## src/rtl/gpio_cmd_decoder.sv

```systemverilog
// Decodes MicroBlaze GPIO command words into modem datapath controls and drives the gpi0 read-back.
// Build option: define GPIO_CMD_BER_SNAPSHOT_EN to read all BER counters from one coherent snapshot.
module gpio_cmd_decoder #(
    parameter int NB_GPIOS        = 32,
    parameter int BRAM_ADDR_WIDTH = 15,
    parameter int BRAM_DATA_WIDTH = 16,
    parameter int MEM_RD_LAT      = 1
) (
    input  logic                       clk100,
    input  logic                       i_resetn,
    input  logic [NB_GPIOS-1:0]        gpo0,
    output logic [NB_GPIOS-1:0]        gpi0,
    output logic                       o_rst,
    output logic                       o_enb_tx,
    output logic                       o_enb_rx,
    output logic [1:0]                 o_phase_sel,
    output logic                       o_run_log,
    output logic                       o_read_log,
    output logic [BRAM_ADDR_WIDTH-1:0] o_addr_log,
    input  logic                       i_mem_full,
    input  logic [BRAM_DATA_WIDTH-1:0] i_data_log,
    input  logic [63:0]                i_ber_samp_i,
    input  logic [63:0]                i_ber_samp_q,
    input  logic [63:0]                i_ber_err_i,
    input  logic [63:0]                i_ber_err_q
);
    localparam int PL_W = BRAM_ADDR_WIDTH;
    localparam logic [2:0] RD_LAT_C = 3'(MEM_RD_LAT);

    localparam logic [7:0] OP_RESET    = 8'd0;
    localparam logic [7:0] OP_EN_TX    = 8'd1;
    localparam logic [7:0] OP_EN_RX    = 8'd2;
    localparam logic [7:0] OP_PH_SEL   = 8'd3;
    localparam logic [7:0] OP_RUN_MEM  = 8'd4;
    localparam logic [7:0] OP_READ_MEM = 8'd5;
    localparam logic [7:0] OP_ADDR_MEM = 8'd6;
    localparam logic [7:0] OP_BER_S_I  = 8'd7;
    localparam logic [7:0] OP_BER_S_Q  = 8'd8;
    localparam logic [7:0] OP_BER_E_I  = 8'd9;
    localparam logic [7:0] OP_BER_E_Q  = 8'd10;
    localparam logic [7:0] OP_BER_H    = 8'd11;
    localparam logic [7:0] OP_MEM_FULL = 8'd12;

    typedef enum logic [1:0] {
        ST_IDLE    = 2'd0,
        ST_WAIT    = 2'd1,
        ST_CAPTURE = 2'd2
    } state_t;

    state_t          state_r;
    logic [2:0]      wait_cnt_r;
    logic            en_d_r;
    logic            cmd_vld_r;
    logic [7:0]      cmd_op_r;
    logic [PL_W-1:0] cmd_pl_r;
    logic            pend_vld_r;
    logic [7:0]      pend_op_r;
    logic [PL_W-1:0] pend_pl_r;
    logic [31:0]     hi_shadow_r;

    logic            fire_s;
    logic            exec_vld_s;
    logic [7:0]      exec_op_s;
    logic [PL_W-1:0] exec_pl_s;
    logic [63:0]     ber_word_s;

    // Rising-edge detect and selection of the command to execute (pending slot has priority).
    always_comb begin
        fire_s     = gpo0[23] & ~en_d_r;
        exec_vld_s = (state_r == ST_IDLE) && (pend_vld_r || cmd_vld_r);
        if (pend_vld_r) begin
            exec_op_s = pend_op_r;
            exec_pl_s = pend_pl_r;
        end else begin
            exec_op_s = cmd_op_r;
            exec_pl_s = cmd_pl_r;
        end
    end

`ifdef GPIO_CMD_BER_SNAPSHOT_EN
    logic [63:0] snap_samp_q_r;
    logic [63:0] snap_err_i_r;
    logic [63:0] snap_err_q_r;

    // Snapshot bank: BER_S_I freezes the other three counters alongside the live samp_i read.
    always_ff @(posedge clk100 or negedge i_resetn) begin
        if (!i_resetn) begin
            snap_samp_q_r <= 64'd0;
            snap_err_i_r  <= 64'd0;
            snap_err_q_r  <= 64'd0;
        end else if (exec_vld_s && (exec_op_s == OP_BER_S_I)) begin
            snap_samp_q_r <= i_ber_samp_q;
            snap_err_i_r  <= i_ber_err_i;
            snap_err_q_r  <= i_ber_err_q;
        end
    end

    // Counter word selection from the snapshot bank.
    always_comb begin
        case (exec_op_s)
            OP_BER_S_Q: ber_word_s = snap_samp_q_r;
            OP_BER_E_I: ber_word_s = snap_err_i_r;
            OP_BER_E_Q: ber_word_s = snap_err_q_r;
            default:    ber_word_s = i_ber_samp_i;
        endcase
    end
`else
    // Counter word selection straight from the live counters.
    always_comb begin
        case (exec_op_s)
            OP_BER_S_Q: ber_word_s = i_ber_samp_q;
            OP_BER_E_I: ber_word_s = i_ber_err_i;
            OP_BER_E_Q: ber_word_s = i_ber_err_q;
            default:    ber_word_s = i_ber_samp_i;
        endcase
    end
`endif

    // Front end: previous enable level and the captured command of the firing cycle.
    always_ff @(posedge clk100 or negedge i_resetn) begin
        if (!i_resetn) begin
            en_d_r    <= 1'b0;
            cmd_vld_r <= 1'b0;
            cmd_op_r  <= 8'd0;
            cmd_pl_r  <= {PL_W{1'b0}};
        end else begin
            en_d_r    <= gpo0[23];
            cmd_vld_r <= fire_s;
            if (fire_s) begin
                cmd_op_r <= gpo0[31:24];
                cmd_pl_r <= gpo0[PL_W-1:0];
            end
        end
    end

    // One-deep pending slot: filled while busy, drained on the first idle cycle.
    always_ff @(posedge clk100 or negedge i_resetn) begin
        if (!i_resetn) begin
            pend_vld_r <= 1'b0;
            pend_op_r  <= 8'd0;
            pend_pl_r  <= {PL_W{1'b0}};
        end else if (state_r == ST_IDLE) begin
            // When the slot drains, a command arriving in the same cycle queues behind it.
            pend_vld_r <= pend_vld_r & cmd_vld_r;
            if (cmd_vld_r) begin
                pend_op_r <= cmd_op_r;
                pend_pl_r <= cmd_pl_r;
            end
        end else if (cmd_vld_r && !pend_vld_r) begin
            pend_vld_r <= 1'b1;
            pend_op_r  <= cmd_op_r;
            pend_pl_r  <= cmd_pl_r;
        end
    end

    // Command execution, memory read sequencer and all registered outputs.
    always_ff @(posedge clk100 or negedge i_resetn) begin
        if (!i_resetn) begin
            state_r     <= ST_IDLE;
            wait_cnt_r  <= 3'd0;
            hi_shadow_r <= 32'd0;
            gpi0        <= {NB_GPIOS{1'b0}};
            o_rst       <= 1'b1;
            o_enb_tx    <= 1'b0;
            o_enb_rx    <= 1'b0;
            o_phase_sel <= 2'd0;
            o_run_log   <= 1'b0;
            o_read_log  <= 1'b0;
            o_addr_log  <= {BRAM_ADDR_WIDTH{1'b0}};
        end else begin
            o_run_log <= 1'b0;
            case (state_r)
                ST_IDLE: begin
                    if (exec_vld_s) begin
                        case (exec_op_s)
                            OP_RESET:    o_rst       <= exec_pl_s[0];
                            OP_EN_TX:    o_enb_tx    <= exec_pl_s[0];
                            OP_EN_RX:    o_enb_rx    <= exec_pl_s[0];
                            OP_PH_SEL:   o_phase_sel <= exec_pl_s[1:0];
                            OP_RUN_MEM:  o_run_log   <= 1'b1;
                            OP_READ_MEM: o_read_log  <= exec_pl_s[0];
                            OP_ADDR_MEM: begin
                                o_addr_log <= exec_pl_s[BRAM_ADDR_WIDTH-1:0];
                                wait_cnt_r <= RD_LAT_C;
                                state_r    <= ST_WAIT;
                            end
                            OP_BER_S_I, OP_BER_S_Q, OP_BER_E_I, OP_BER_E_Q: begin
                                gpi0        <= NB_GPIOS'(ber_word_s[31:0]);
                                hi_shadow_r <= ber_word_s[63:32];
                            end
                            OP_BER_H:    gpi0 <= NB_GPIOS'(hi_shadow_r);
                            OP_MEM_FULL: gpi0 <= NB_GPIOS'(i_mem_full);
                            default: begin
                            end
                        endcase
                    end
                end
                ST_WAIT: begin
                    wait_cnt_r <= wait_cnt_r - 3'd1;
                    if (wait_cnt_r == 3'd1) begin
                        state_r <= ST_CAPTURE;
                    end else begin
                        state_r <= ST_WAIT;
                    end
                end
                ST_CAPTURE: begin
                    gpi0    <= NB_GPIOS'(i_data_log);
                    state_r <= ST_IDLE;
                end
                default: state_r <= ST_IDLE;
            endcase
        end
    end

endmodule

```

## config.mk

```make
export PLATFORM = sky130hd
export DESIGN_NAME = gpio_cmd_decoder
export DESIGN_NICKNAME = d
export VERILOG_FILES = /design/src/rtl/gpio_cmd_decoder.sv
export SDC_FILE = /design/constraint.sdc
export NUM_CORES = 1
export LEC_CHECK = 0
export ABC_AREA = 1
export CAP_MARGIN = 20
export CORE_MARGIN = 2
export CORE_UTILIZATION = 43
export DETAILED_ROUTE_END_ITERATION = 8
export MAX_ROUTING_LAYER = met4
export PLACE_DENSITY_LB_ADDON = 0.08
export SETUP_SLACK_MARGIN = 0.3
export SYNTH_ARGS = -nofsm -noshare
export SYNTH_HDL_FRONTEND = slang
export SYNTH_SLANG_ARGS = --single-unit
```

## constraint.sdc

```tcl
create_clock -name clk100 -period 2 [get_ports clk100]
set_clock_uncertainty 0.1 [all_clocks]
set_input_delay 0.3 -clock clk100 [delete_from_list [all_inputs] [get_ports clk100]]
set_output_delay 0.3 -clock clk100 [all_outputs]
set_load 0.01 [all_outputs]
```

## Word level (Yosys, flattened, before mapping)

Cells that the tools add are included.

- Input port bits: 307
- Register bits after elaboration: 140

- Add/subtract/negate cells: 1
- Bitwise gates (word level): 3
- Equal/unequal tests: 19
- Reduce and logical (&&, ||, !) cells: 21
- Mux-type cells: 24

Operator list:

| kind | count |
|---|---|
| $pmux 64 s3 | 1 |
| $pmux 32 s3 | 1 |
| $pmux 32 s2 | 1 |
| $mux 15 | 4 |
| $eq 8x4->1 const B | 5 |
| $eq 8x3->1 const B | 4 |
| $mux 32 | 1 |
| $mux 8 | 4 |
| $reduce_and 3->1 | 9 |
| $eq 8x2->1 const B | 2 |
| $eq 8x1->1 const B | 1 |
| $logic_not 8->1 | 1 |
| $mux 2 | 3 |
| $mux 3 | 2 |
| $pmux 3 s2 | 1 |
| $reduce_bool 2->1 | 3 |
| $mux 1 | 5 |
| $ne 2x2->1 const B | 2 |
| $ne 4x1->1 const B | 1 |
| $pmux 2 s2 | 1 |
| $reduce_and 2->1 | 2 |
| $reduce_or 4->1 | 1 |
| $eq 3x1->1 const B | 1 |
| $sub 3x1->3 const B | 1 |
| other kinds (9) | 11 |

## Depth between registers and ports, before layout

Gate-level depths: netlist of run 1.

- Depth after elaboration: 6
- Mapped depth: 15

## Worst setup path before layout of run 1

No wires, ideal clock.

- Path type: reg2reg
- From: register pend_vld_r
- To: register gpi0[16]
- Setup time: 0.116 ns
- Data required time: 1.784 ns
- Slack: 0.174 ns
- Period minus slack after synthesis: 1.826 ns
- Data arrival time: 1.610 ns
- Cell stages (with the launch flop): 14
- Path through: dfrtp_1 inv_2 buf_6 nor2_1 nand3_1 nand2_1 buf_6 nand2_2 nand3_2 o21ai_4 buf_2 nor2_1 nand2_1 nand2_1

- Cells in the longest elaborated chain, start to end: 6
- Elaborated cells between the ends (all ways): 17
- Those cells by class: 8 x eq/ne; 5 x mux; 4 x reduce/logical

Ends and longest elaborated chain:

| what | RTL line | source |
|---|---|---|
| start: declaration | 56 | `logic pend_vld_r;` |
| start signal: assignment | 144 | `pend_vld_r <= pend_vld_r & cmd_vld_r;` |
| $mux 8 | 71 | `if (pend_vld_r) begin` |
| $eq 8x4->1 / $eq 8x3->1 (equally long branches) | 110, 175 |  |
| $pmux 64 s3 / $reduce_or 4->1 (equally long branches) | 110, 175 |  |
| $pmux 32 s3 | 175 | `case (exec_op_s)` |
| $mux 32 | 174 | `if (exec_vld_s) begin` |
| $pmux 32 s2 | 172 | `case (state_r)` |
| end signal: assignment | 188 | `gpi0 <= NB_GPIOS'(ber_word_s[31:0]);` |
| end signal: assignment | 191 | `OP_BER_H: gpi0 <= NB_GPIOS'(hi_shadow_r);` |
| end signal: assignment | 192 | `OP_MEM_FULL: gpi0 <= NB_GPIOS'(i_mem_full);` |
| end: declaration | 12 | `output logic [NB_GPIOS-1:0] gpi0,` |

Several ways; a longest one is shown, not always the timed one. The select of a mux whose other input is x is not followed.
A chain may end at the register's enable or synchronous reset.

## Final worst setup path of run 1

- From: register pend_vld_r
- To: register gpi0[13]

Same word-level chain as after synthesis.

==> results of run 1 <==
==> layout make-up <==
| cell class | instances | share of cell area, % |
|---|---|---|
| Timing Repair Buffer | 454 | 34.1 |
| Tap cell | 234 | 2.06 |
| Sequential cell | 140 | 24.7 |
| Clock inverter | 15 | 1.17 |
| Clock buffer | 17 | 2.99 |
| Antenna cell | 7 | 0.123 |
| Multi-Input combinational cell | 945 | 33.1 |
| Inverter | 64 | 1.76 |
==> timing repair <==
item / CTS / global route
pin swaps: 11 / 72
setup endpoints to repair: 165 / 112
endpoints found under the hold margin: 35 / 0
hold buffers: 1 / 0
cloned: 3 / 16
gates resized for setup: 86 / 154
setup buffers: 5 / 21
==> worst max-delay path by stage <==
stage	depth (start not counted)	end	startpoint	slack, ns
5_1_grt	13	hi_shadow_r[12]$_DFFE_PN0P_	pend_vld_r$_DFFE_PN0P_	-0.18
3_5_place_dp	14	gpi0[25]$_DFFE_PN0P_	pend_vld_r$_DFFE_PN0P_	-0.11
6_report	11	gpi0[13]$_DFFE_PN0P_	pend_vld_r$_DFFE_PN0P_	-0.10
4_1_cts	14	hi_shadow_r[30]$_DFFE_PN0P_	pend_vld_r$_DFFE_PN0P_	-0.07
2_1_floorplan	13	gpi0[16]$_DFFE_PN0P_	pend_vld_r$_DFFE_PN0P_	0.21
3_3_place_gp	14	gpi0[25]$_DFFE_PN0P_	pend_vld_r$_DFFE_PN0P_	-0.06
==> placed cells by master, fill, tap and decap left out, drive strengths merged <==
master / instances
a21oi: 18
a31oi: 1
buf: 90
clkbuf: 29
clkdlybuf4s50: 297
clkinv: 3
clkinvlp: 2
dfrtp: 139
dfstp: 1
diode: 7
dlygate4sd2: 54
dlygate4sd3: 1
ha: 2
inv: 74
nand2: 533
nand3: 72
nand4: 49
nor2: 110
nor3: 2
nor3b: 1
o21a: 14
o21ai: 139
o22ai: 3
or2: 1
==> stage by stage <==
stage | setup WS [ns] | setup TNS (ns) | hold slack [ns] | cells
floorplan | 0.206 | 0 | -0.0956 | 1224
global placement | -0.0595 | -0.749 | 0.120 | 1791
detailed placement | -0.114 | -2.48 | 0.122 | 1791
CTS | -0.0738 | -1.30 | 0.232 | 1832
global route | -0.178 | -8.37 | 0.253 | 1876
finish | -0.100 | -2.38 | 0.229 | 1876
==> per-layer routing <==
layer,global-route usage (%),vias to the layer above
li1,-,4736
met1,39.1,4650
met2,51.6,518
met3,7.31,118
met4,11.6,0
met5,-,-
==> flip-flops by register name (all words and copies together) (netlist names) <==
signal,flops
gpi0,32
hi_shadow_r,32
cmd_pl_r,15
o_addr_log,15
pend_pl_r,15
cmd_op_r,8
pend_op_r,8
wait_cnt_r,3
o_phase_sel,2
state_r,2
cmd_vld_r,1
en_d_r,1
o_enb_rx,1
o_enb_tx,1
o_read_log,1
o_rst,1
o_run_log,1
pend_vld_r,1
==> power breakdown <==
group | total (µW) | internal [µW] | leakage, µW | switching [µW]
combinational | 6360 | 2810 | 0.00488 | 3550
clock | 3170 | 1680 | 0.000285 | 1490
sequential | 4290 | 3730 | 0.00171 | 560
total | 13800 | 8220 | 0.00687 | 5600
==> cell families after synthesis <==
family,after synthesis,share of synthesized area [%]
AO/OA/AOI/OAI,175,11.2
adder cells (fa/ha/maj),2,0.302
buffers and inverters,139,7.56
flip-flops,140,42.4
AND/OR/NAND/NOR,768,38.6
==> critical path: stages, from the launching register on <==
cell	delay, ns
dfrtp_2	0.45
buf_6	0.14
clkbuf_16	0.14
o21ai_2	0.17
nand2_2	0.11
nand3_4	0.14
nand2_4	0.08
o21ai_4	0.20
buf_6	0.18
clkbuf_16	0.18
nand2_1	0.07
nand2_1	0.07
==> run_results.csv, run 1 <==
group,metric,value,unit
synth,ys_seq_area_share,42.4,%
cells_and_area,fin_area,14200,µm²
detailed_routing,dr.pass1.iters,5,
min_path,hold_path_class,"in2async",
placed_design,place_congestion,0.962,
detailed_routing,wl_per_cell,19.1,µm
timing,slew_headroom,74.7,%
timing,finalSetupViolCount,48,
cts,cts.path.max_buffers,2,
timing,fin_ws,-0.100,ns
synth,ys.flop_type,"dfrtp_1",
detailed_routing,vias,10000,
global_routing,first_global_vias,9039,
synth,syn_area,8270,µm²
detailed_routing,wl_met1,13400,µm
global_routing,grt_pass1_wl,48500,µm
synth,ys_ff_latch,140,
synth,async_reset_ff_share,100,%
setup_path,r2r_setup_slack,-0.10,ns
timing,finalHoldViolCount,0,
setup_path,arrival,2.37,ns
die,die_w,143,µm
die,dieArea,20400,µm²
die,die_h,143,µm
die,pin_count,361,
placed_design,dpl.hpwl,23400,µm
global_routing,grt-ovfl-total,0,
placed_design,placedInstanceArea,12400,µm²
cts,insertion_delay,0.43,ns
cts,cts-buffers-inserted,17,
placed_design,port_buffers,352,
timing,rsz0062_at_grt,"true",
setup_path,r2r_start,"pend_vld_r$_DFFE_PN0P_",
run_status,violations,"setup timing",
power_and_ir_drop,totalPowerFinal,13800,µW
flow_run,cap_violations,0,
synth,yosys_warnings,0,
synth,syn_inst,1224,
synth,syn_avg_cell_area,6.76,µm²
power_and_ir_drop,power_leakage,0.00687,µW
cts,root_buffer,"clkbuf_16",
detailed_routing,dr_wl_met2,17600,µm
timing,fmax,476,MHz
global_routing,grtUsageTotal,31.8,%
die,initial_core_util,44.1,%
power_and_ir_drop,ir_worst_vdd,0.775,mV
synth,syn_nets,1533,
die,rows,50,
synth,synth_area_leaders,"dfrtp_1, nand2_1, o21ai_0",
setup_path,r2r-end,"gpi0[13]$_DFFE_PN0P_",
timing,worst_slew_pin_slew,0.379,ns
cts,cts_sinks,140,
detailed_routing,top_layer_used,"met4",
timing,finalCritPeriodShare,105,%
synth,synth_most_common_cell,"nand2_1",
cells_and_area,multi_input_area,4700,µm²
cts,cts_tree,"yes",
die,core_area,18800,µm²
global_routing,antenna_found_initial,7,
synth,synth_top_cell_by_area,"dfrtp_1",
cts,clk_pin_slew,0.07,ns
detailed_routing,routed_wl,35800,µm
cells_and_area,fin_util,75.7,%
setup_path,cp.required,2.27,ns
setup_path,crit_path_end_kind,"flop",
cells_and_area,syn2layout_area_growth,71.8,%
detailed_routing,wl_met3,3250,µm
cells_and_area,final_layout_size_suffix_gt1_share,16.9,%
detailed_routing,drc_errors,0,
detailed_routing,via_per_inst,5.34,
cells_and_area,seq_area,3510,µm²
detailed_routing,antenna_left,0,
synth,synth-edff-count,0,
cells_and_area,fill_cells,1411,
setup_path,critPathMaxFanout,6,
cells_and_area,final_nets,1931,
detailed_routing,drt_iter0_markers,701,
synth,yosysUniqueCellTypes,29,
global_routing,grt_max_degree,51,
synth,yosysTopAreaCellShare,42.0,%
power_and_ir_drop,powerDensity,972,nW/µm²
timing,slew_viol_final,0,
setup_path,setup.worst_path.start_class,"flop",
run_status,status,"finished with violations",
setup_path,critPathKind,"reg2reg",
synth,yosys-top-cells-count,"nand2_1, dfrtp_1, nor2_1",
setup_path,worstRegToRegCells,11,
cts,htreeDepth,4,
timing,period_needed,2.10,ns
Note: power is estimated with default switching activity, not from simulation.
==> inputs of run 2 (changes only) <==
- CAP_MARGIN: 20 -> 25
- MAX_ROUTING_LAYER: met4 -> default
==> run_results.csv, run 2 (same netlist as run 1, synthesis figures left out) <==
group,metric,value,unit
timing,rsz0062_at_grt,"true",
cts,cts.path.max_buffers,2,
detailed_routing,dr.pass1.iters,5,
timing,setup_tns,-8.92,ns
global_routing,grt_max_degree,55,
cells_and_area,final_layout_size_suffix_gt1_share,17.9,%
setup_path,cp.required,2.26,ns
timing,slew_headroom,57.5,%
setup_path,critPathKind,"reg2reg",
placed_design,port_buffers,352,
global_routing,antenna_found_initial,4,
timing,slew_viol_final,0,
setup_path,r2r_start,"pend_vld_r$_DFFE_PN0P_",
placed_design,dpl.hpwl,23400,µm
cells_and_area,final_nets,1940,
cells_and_area,multi_input_area,4800,µm²
die,die_h,143,µm
placed_design,place_congestion,0.938,
detailed_routing,via_per_inst,5.46,
detailed_routing,routed_wl,36600,µm
cells_and_area,seq_area,3500,µm²
min_path,whs_endpoint,"en_d_r$_DFF_PN0_",
cells_and_area,fill_cells,1346,
setup_path,setup.worst_path.start_class,"flop",
cells_and_area,final_cell_mix,"nand2_1, clkdlybuf4s50_1, dfrtp_1",
power_and_ir_drop,totalPowerFinal,14400,µW
die,rows,50,
cells_and_area,layout_commonest_cell,"nand2_1",
die,initial_core_util,44.1,%
timing,finalSetupViolCount,64,
die,die_w,143,µm
die,dieArea,20400,µm²
setup_path,r2r_setup_slack,-0.20,ns
detailed_routing,drc_errors,0,
timing,period_needed,2.20,ns
run_status,violations,"setup timing",
power_and_ir_drop,powerDensity,990,nW/µm²
min_path,holdPathStages,1,
cts,htreeDepth,4,
timing,fin_hold_ws,0.239,ns
cts,clk_pin_slew,0.07,ns
timing,finalCritPeriodShare,110,%
detailed_routing,antenna_left,0,
timing,fmax,455,MHz
cts,insertion_delay,0.43,ns
power_and_ir_drop,power_leakage,0.00706,µW
cts,root_buffer,"clkbuf_16",
cells_and_area,fin_util,77.3,%
min_path,hold_start,"gpo0[23]",
timing,fin_ws,-0.196,ns
min_path,hold_path_class,"in2reg",
cells_and_area,reg.largest.list,"gpi0 (32), hi_shadow_r (32)",
global_routing,first_global_vias,9113,
cts,cts_tree,"yes",
setup_path,crit_path_end_kind,"flop",
flow_run,cap_violations,0,
global_routing,grtUsageTotal,31.9,%
setup_path,worstRegToRegCells,14,
global_routing,grt_pass1_wl,49600,µm
setup_path,critPathMaxFanout,6,
cts,cts_sinks,140,
global_routing,grt-ovfl-total,0,
cells_and_area,syn2layout_area_growth,75.3,%
run_status,status,"finished with violations",
die,core_area,18800,µm²
detailed_routing,wl_per_cell,19.5,µm
timing,finalHoldViolCount,0,
detailed_routing,drt_iter0_markers,955,
setup_path,arrival,2.46,ns
die,pin_count,361,
power_and_ir_drop,ir_worst_vdd,0.894,mV
cts,cts-buffers-inserted,17,
setup_path,r2r-end,"hi_shadow_r[4]$_DFFE_PN0P_",
timing,worst_slew_pin_slew,0.634,ns
detailed_routing,vias,10300,
==> run 2: changes by cell type in the layout (fill, tap and decap cells not counted), sizes merged <==
cell	delta
clkinvlp	-2
bufinv	+1
clkbuf	-2
inv	+1
diode	-3
buf	+10
bufbuf	+1
==> run 2: critical path, cell delays in order, from the launching register on <==
cell and delay, ns:
dfrtp_1 0.44, buf_6 0.19, buf_8 0.15, nand2_4 0.07, nand2_8 0.12, nand2_4 0.08
inv_4 0.07, nand2_4 0.05, nor2_4 0.18, buf_6 0.16, buf_12 0.14, nand2_1 0.05
nand4_1 0.16, nand2_1 0.08, nand2_1 0.09
==> run 2: where the power goes <==
part	internal (µW)	switching, µW	total [µW]
combinational	3050	3800	6840
sequential	3730	520	4250
clock	1810	1460	3270
==> run 2: metal layers <==
metal	share of wire [%]	GRT usage (%)
met4	4.5	13.2
met5	0.022	0
met3	8.7	6.24
met2	49	54.4
met1	37	39.6
==> run 2: how the worst max path moves through the flow <==
stage | endpoint | start | slack, ns | cells past startpoint
CTS | gpi0[20]$_DFFE_PN0P_ | pend_vld_r$_DFFE_PN0P_ | -0.08 | 13
global route | hi_shadow_r[5]$_DFFE_PN0P_ | pend_vld_r$_DFFE_PN0P_ | -0.28 | 14
detailed placement | gpi0[1]$_DFFE_PN0P_ | pend_vld_r$_DFFE_PN0P_ | -0.10 | 12
finish | hi_shadow_r[4]$_DFFE_PN0P_ | pend_vld_r$_DFFE_PN0P_ | -0.20 | 14
floorplan | gpi0[16]$_DFFE_PN0P_ | pend_vld_r$_DFFE_PN0P_ | 0.21 | 13
global placement | gpi0[3]$_DFFE_PN0P_ | state_r[1]$_DFFE_PN0P_ | -0.11 | 8
==> run 2: what timing repair did <==
action,4_1_cts,5_1_grt
setup endpoints to repair,166,113
gates cloned,6,13
endpoints found under the hold margin,45,0
hold buffers,1,0
buffers inserted,13,21
resized for setup,90,174
pin swaps,20,86
==> run 2: final cells by class <==
type / count / share of cell area, %
Timing Repair Buffer: 463 / 34.7
Multi-Input combinational cell: 945 / 33.1
Sequential cell: 140 / 24.2
Clock buffer: 17 / 2.93
Tap cell: 234 / 2.02
Inverter: 64 / 1.78
Clock inverter: 15 / 1.29
Antenna cell: 4 / 0.0690
==> run 2: stage by stage <==
step	cells	area, µm²	setup slack (ns)
detailed placement	1792	12400	-0.102
global placement	1791	12400	-0.107
global route	1880	14500	-0.276
floorplan	1224	8380	0.206
finish	1882	14500	-0.196
CTS	1844	13400	-0.0797
